<file path="src/rtl/control_sequencer.sv">
// control_sequencer: NSC-8 fetch/execute step counter and opcode decoder.
// State is only the step counter and the halt bit. Every strobe is a pure
// combinational decode of (step, opcode, flags), so at most one bus driver
// is ever selected by construction of the decode table.
module control_sequencer #(
    parameter int X = 8
) (
    input  logic           clk,
    input  logic           clear,
    input  logic [X/2-1:0] opcode,
    input  logic           zero_flag,
    input  logic           carry_flag,
    output logic           pc_out_enable,
    output logic           pc_increment,
    output logic           pc_load,
    output logic           mar_load,
    output logic           mem_read,
    output logic           mem_write,
    output logic           ir_load,
    output logic           ir_out_enable,
    output logic           load_a,
    output logic           load_immediate_a,
    output logic           a_output_enable,
    output logic           b_load,
    output logic           alu_out_enable,
    output logic           alu_sub,
    output logic           flags_load,
    output logic [2:0]     step,
    output logic           halted
);

    localparam logic [X/2-1:0] OP_LDI = (X/2)'(4'h1);
    localparam logic [X/2-1:0] OP_LDA = (X/2)'(4'h2);
    localparam logic [X/2-1:0] OP_STA = (X/2)'(4'h3);
    localparam logic [X/2-1:0] OP_ADD = (X/2)'(4'h4);
    localparam logic [X/2-1:0] OP_SUB = (X/2)'(4'h5);
    localparam logic [X/2-1:0] OP_JMP = (X/2)'(4'h6);
    localparam logic [X/2-1:0] OP_JZ  = (X/2)'(4'h7);
    localparam logic [X/2-1:0] OP_JC  = (X/2)'(4'h8);
    localparam logic [X/2-1:0] OP_HLT = (X/2)'(4'hF);

    typedef enum logic [2:0] {
        T0 = 3'd0,
        T1 = 3'd1,
        T2 = 3'd2,
        T3 = 3'd3,
        T4 = 3'd4
    } step_t;

    step_t step_q, step_d;
    logic  halted_q, halted_d;

    // State register; clear wins over any in-flight step or halt request,
    // so an instruction interrupted by clear never reaches its later steps.
    always_ff @(posedge clk) begin
        if (clear) begin
            step_q   <= T0;
            halted_q <= 1'b0;
        end else begin
            step_q   <= step_d;
            halted_q <= halted_d;
        end
    end

    // Next-step and strobe decode; each step selects at most one bus driver.
    always_comb begin
        pc_out_enable    = 1'b0;
        pc_increment     = 1'b0;
        pc_load          = 1'b0;
        mar_load         = 1'b0;
        mem_read         = 1'b0;
        mem_write        = 1'b0;
        ir_load          = 1'b0;
        ir_out_enable    = 1'b0;
        load_a           = 1'b0;
        load_immediate_a = 1'b0;
        a_output_enable  = 1'b0;
        b_load           = 1'b0;
        alu_out_enable   = 1'b0;
        alu_sub          = 1'b0;
        flags_load       = 1'b0;
        step_d           = T0;
        halted_d         = halted_q;

        if (!halted_q) begin
            case (step_q)
                T0: begin
                    pc_out_enable = 1'b1;
                    mar_load      = 1'b1;
                    step_d        = T1;
                end
                T1: begin
                    mem_read     = 1'b1;
                    ir_load      = 1'b1;
                    pc_increment = 1'b1;
                    step_d       = T2;
                end
                T2: begin
                    // Default is end-of-instruction; only memory ops continue.
                    case (opcode)
                        OP_LDI: begin
                            ir_out_enable    = 1'b1;
                            load_immediate_a = 1'b1;
                        end
                        OP_LDA, OP_STA, OP_ADD, OP_SUB: begin
                            ir_out_enable = 1'b1;
                            mar_load      = 1'b1;
                            step_d        = T3;
                        end
                        OP_JMP: begin
                            ir_out_enable = 1'b1;
                            pc_load       = 1'b1;
                        end
                        // Conditional jumps still end at T2 when not taken,
                        // keeping instruction length flag-independent.
                        OP_JZ: begin
                            ir_out_enable = zero_flag;
                            pc_load       = zero_flag;
                        end
                        OP_JC: begin
                            ir_out_enable = carry_flag;
                            pc_load       = carry_flag;
                        end
                        OP_HLT:  halted_d = 1'b1;
                        default: ;
                    endcase
                end
                T3: begin
                    case (opcode)
                        OP_LDA: begin
                            mem_read = 1'b1;
                            load_a   = 1'b1;
                        end
                        OP_STA: begin
                            a_output_enable = 1'b1;
                            mem_write       = 1'b1;
                        end
                        OP_ADD, OP_SUB: begin
                            mem_read = 1'b1;
                            b_load   = 1'b1;
                            step_d   = T4;
                        end
                        default: ;
                    endcase
                end
                T4: begin
                    // Only ADD/SUB reach T4; IR holds the opcode throughout.
                    alu_out_enable = 1'b1;
                    load_a         = 1'b1;
                    flags_load     = 1'b1;
                    alu_sub        = (opcode == OP_SUB);
                end
                default: step_d = T0;
            endcase
        end
    end

    assign step   = step_q;
    assign halted = halted_q;

endmodule

</file>
<file path="config.mk">
export PLATFORM = sky130hd
export DESIGN_NAME = control_sequencer
export DESIGN_NICKNAME = d
export VERILOG_FILES = /design/src/rtl/control_sequencer.sv
export SDC_FILE = /design/constraint.sdc
export NUM_CORES = 1
export LEC_CHECK = 0
export ABC_AREA = 1
export CORE_AREA = 4 4 41 43
export DETAILED_ROUTE_END_ITERATION = 12
export DIE_AREA = 0 0 45 47
export GPL_TIMING_DRIVEN = 0
export PLACE_DENSITY = 0.7
export SLEW_MARGIN = 10
export SYNTH_ARGS = -nofsm -noshare
export SYNTH_HDL_FRONTEND = slang
export SYNTH_SLANG_ARGS = --single-unit
</file>
<file path="constraint.sdc">
create_clock -name clk -period 2.4 [get_ports clk]
set_input_delay 0.48 -clock clk [delete_from_list [all_inputs] [get_ports clk]]
set_output_delay 0.48 -clock clk [all_outputs]
set_load 0.02 [all_outputs]
</file>
==> qor.yml <==
worst_ep_arrival_time_ns: 1.82
power.share.clock: 0.309
placed_area_sq_um: 679
dieArea_sq_mm: 0.00212
synth.net_count: 80
ir_drop_v: 0.000389
max_slew.worst_pin.slew_ns: 0.217
core_area_sq_mm: 0.00130
p_int_mw: 0.177
min_path_type: "reg2reg"
syn_inst: 72
cts_tree: "built"
ys_ff_latch: 4
rows: 13
die_w_microns: 45
finalCritPeriodShare: 0.959
status: "completed"
cp_max_fo: 6
crit_type: "in2out"
ff2ff_path_depth: 4
path_clk_slew_ns: 0.04
combPwrFrac: 0.410
area_growth_pct: 71.3
antenna_left: 0
port_buffers: 26
synthAdderAreaFrac: 0
synth_edf_count: 0
worstSetupPathDepth: 5
cp_top_family: "buffers and inverters"
cts_buffers: 3
rsz0062_at_grt: "false"
setup-tns-final_ns: 0
drtIter0Drc: 1
placed_cells: 113
max_freq_mhz: 434
finalPower_mw: 0.268
slowest_stage: "clkdlybuf4s50_1"
synth.area.mux_share: 0
grt_pass1_vias: 432
synth-simple-area-share: 0.550
yosys.cell_count.top_type: "nand2_1"
grt_first_pass_wirelength_microns: 1650
io_pins: 27
initial_core_util: 0.308
grt_max_degree: 7
syn_area_sq_um: 400
worstHoldPathCells: 2
synth_top_family_by_area: "simple AND/OR/NAND/NOR gates"
power_frac_seq: 0.281
cts_max_level: 1
final_cell_area_sq_um: 686
start_kind: "input pin"
gp_congestion: 0.748
yosys.area.top_type: "dfxtp_1"
dr_total_vias: 501
post_drt_wl_per_cell_microns: 8.92
antenna_found_initial: 0
power.density_mw_per_mm2: 390
ys.flop_type: "dfxtp_1"
async_flop_share: 0
syn_area_per_cell_sq_um: 5.56
fin_nets: 111
clock_latency_ns: 0.24
place_hpwl_microns: 940
synth_commonest_cells: "nand2_1 (18), inv_1 (13), nor2_1 (10), nand3_1 (9)"
grt.total_usage: 0.107
via_per_inst: 4.32
p_switching_mw: 0.0905
stdcell_count: 116
cts_hold_buf: 0
drc_errors: 0
root_buffer: "clkbuf_4"
switching_share: 0.338
n_antenna_cell: 0
drive_above_1_share: 0.168
yosys_warnings: 0
dr.pass1.iters: 2
worst_ep_required_time_ns: 1.92
synth_compound_area_frac: 0.0625
gr-total-overflow: 0
synth_top_area_frac: 0.200
clk_path_buf_depth: 2
skew_ns: 0.00521
synth_area_leaders: "dfxtp_1 (20%), nand2_1 (17%), inv_1 (12%), nand3_1 (11%), nor2_1 (9.4%)"
synth_xor_area_frac: 0
synth.distinct_cells: 15
ys_seq_area_frac: 0.200
maxCapViolCount: 0
die_h_microns: 47
endpoint_kind: "primary output"
max_stage_delay_ns: 0.58
slew_violations: 0
period_minus_slack_ns: 2.30
slew_headroom: 0.855
setup_violations: 0
path_cells: "clkdlybuf4s50_1, nand2_2, nor3b_2, buf_4, dlygate4sd2_1"
hold_violations: 0
cellLeakagePower_nw: 0.384
wl_microns: 1040
postCtsSetupBuffers: 0
postLayoutCoreUtil: 0.527
cts_sinks: 4
critPathBufInv: 3
## what timing repair did
item                                    4_1_cts  5_1_grt
gates resized for setup                      10        7
cloned                                        0        0
endpoints found under the setup margin       10        5
## cells in the final DEF, fill, tap and decap left out
cell type / n
nor3b_2: 1
nand2_1: 18
a21oi_1: 4
nand3_1: 9
nor3_2: 2
o21ai_0: 1
inv_2: 1
clkdlybuf4s50_1: 16
or2_2: 1
clkbuf_2: 2
nand4_1: 1
nor2_1: 10
clkbuf_4: 3
clkdlybuf4s15_1: 3
dfxtp_1: 4
dlygate4sd2_1: 5
inv_1: 13
buf_4: 3
nand2_2: 1
nor2_2: 3
## through the flow
step | hold slack (ns) | worst slack, ns
after detailed placement | 0.554 | -0.225
after global routing | 0.575 | 0.00200
after CTS | 0.558 | 0.0537
after global placement | 0.545 | -0.214
final | 0.554 | 0.0976
after floorplan | 0.549 | 0.565
## worst register-to-register path: stages (launching register included)
cell     delay, ns
dfxtp_1       0.36
inv_1         0.09
nor3_2        0.18
nand2_1       0.13
a21oi_1       0.14
## final cells by class
class | count | area, sq um
sequential | 4 | 80.1
buffer | 3 | 22.5
clock buffer | 3 | 22.5
inverter | 14 | 52.6
tap | 15 | 18.8
fill | 147 | 616
timing repair buffer | 26 | 244
multi-input combinational | 51 | 245
## logic make-up (layout without fill, tap and decap cells)
family                 after synthesis  after routing
DFF                                  4              4
and+or+nand+nor                     46             46
AOI/OAI and AO/OA                    5              5
buffers and inverters               17             46
## routing by layer
metal	share of wire	routed length (microns)	vias up	global-route usage
li1	-	-	281	-
met1	0.46	474	205	0.141
met2	0.48	495	15	0.153
met3	0.064	66	0	0.0498
met4	0	0	0	0.0351
met5	0	0	-	0
## sequential cells by signal, indices dropped and copies added, names as in the netlist
signal  count
halted      1
step        3
## worst paths after layout
kind	slack [ns]	endpoint	startpoint
min reg2reg	0.55	step[1]	step[0]
min	0.55	step[1]	step[0]
max	0.1	mem_write	opcode[0]
max reg2reg	1.43	step[0]	step[1]
## power groups by stage
stage          sequential (mW)  clock (mW)  combinational (mW)
3_5_place_dp            0.0765           0               0.116
5_1_grt                 0.0759      0.0923               0.120
6_report                0.0754      0.0827               0.110
2_1_floorplan           0.0805           0              0.0560
3_3_place_gp            0.0762           0               0.114
4_1_cts                 0.0754      0.0862               0.111
(Power assumes the default switching activity.)
==> patch: new RTL, same settings <==
`X`: 8 -> 7.
--- a/src/rtl/control_sequencer.sv
+++ b/src/rtl/control_sequencer.sv
@@ -3,7 +3,7 @@
 // combinational decode of (step, opcode, flags), so at most one bus driver
 // is ever selected by construction of the decode table.
 module control_sequencer #(
-    parameter int X = 8
+    parameter int X = 7
 ) (
     input  logic           clk,
     input  logic           clear,
Interface: changed (resized opcode); port bits go from 27 to 26. No check against the original RTL was run, so the function may have changed too.
==> patch against the original RTL <==
Total power is 0.32% lower. Sequential cell count is 1 lower. Combinational power is 9% higher. Clock skew is 0.0051 ns lower. Synthesized area is 22% lower. Cell area is 14% lower. Setup slack better by 0.014 ns. Wire length is 6.2% lower. Critical path type unchanged. Largest power group unchanged. Highest routed layer is now met4.
==> patch: results <==
set metrics [dict create \
    drt-total-wl_microns 971 \
    vias_per_cell 4.40 \
    post-place-cells 93 \
    ctsLongestPathBuffers 2 \
    critPathMaxStageDelay_ns 0.47 \
    dr_total_vias 427 \
    path_max_fanout 5 \
    regToRegSetupSlack_ns 1.49 \
    gp_congestion 0.703 \
    finalClockSkew_ns 0.0000802 \
    ir_drop_mv 0.284 \
    grt_max_degree 8 \
    fin_nets 90 \
    syn_nets 61 \
    port_buffers 24 \
    place_area_sq_um 571 \
    dr.pass1.iters 4 \
    ys_types 16 \
    drt-initial-drc-count 5 \
    grt_use_total 0.0972 \
    grt_pass1_vias 405 \
    yosysSeqAreaShare 0.193 \
    reg2reg_from "step[2]$_SDFF_PP0_" \
    hold_ws_ns 0.588 \
    status "finished clean" \
    p_seq_frac 0.215 \
    ys_top_cells_by_area "dfxtp_1, nand3_1, nand2_1" \
    fill_cells 143 \
    syn_inst 54 \
    drive_gt1_frac 0.207 \
    pwr-share-clk 0.333 \
    dpl_worst_slack_ns -0.347 \
    post_cts_resized 11 \
    p_seq_w 0.0000575 \
    hpwlAfterDp_microns 774 \
    worstRegToRegCells 5 \
    hold_viol_final 0 \
    grt_pass1_wl_mm 1.50 \
    yosys-top-cells-count "nand3_1, nand2_1, inv_1" \
    power.leakage_nw 0.323 \
    swShare 0.364 \
]
patch: changes by cell type in the layout (fill, tap and decap cells not counted), moves of 3 or more:
cell and change:
nor2_1 -9, dlygate4sd2_1 +4, inv_1 -4, nand2_1 -8
clkdlybuf4s15_1 -3
patch: area by class of cell:
| class | instances | area (sq um) | area share |
|---|---|---|---|
| multi-input combinational | 35 | 183 | 0.310 |
| inverter | 12 | 45.0 | 0.0764 |
| sequential | 3 | 60.1 | 0.102 |
| clock buffer | 4 | 26.3 | 0.0446 |
| tap | 15 | 18.8 | 0.0318 |
| timing repair buffer | 24 | 226 | 0.384 |
| buffer | 4 | 30.0 | 0.0510 |
patch: worst register-to-register path: stages, from the launching register on:
cell and delay (ns):
dfxtp_1 0.32, inv_1 0.10, nand2_1 0.11, nor2_4 0.12
nand2_2 0.07, a21oi_1 0.12
patch: worst max-delay path by stage:
stage	start	endpoint	slack, ns	cells after the start
floorplan	step[0]$_SDFF_PP0_	mem_write	0.31	3
global placement	opcode[1]	mem_write	-0.35	5
detailed placement	opcode[1]	mem_write	-0.35	5
CTS	opcode[0]	load_a	0.12	6
global route	opcode[0]	load_a	0.02	6
finish	opcode[0]	load_a	0.11	6
patch: cells by family (layout without fill, tap and decap cells):
group | Yosys count | count (layout) | share of synthesized area
compound gates | 2 | 2 | 0.0321
simple gates | 32 | 32 | 0.522
buf+inv | 16 | 44 | 0.241
other cells | 1 | 1 | 0.0120
flops | 3 | 3 | 0.193
patch: routing by layer:
metal	share of wire	vias to the layer above	wire length, microns	track usage
met5	0	-	0	0
met4	0.014	0	14	0.0702
met3	0.10	2	100	0.0345
met2	0.47	19	454	0.161
met1	0.41	184	401	0.102
li1	-	222	-	-
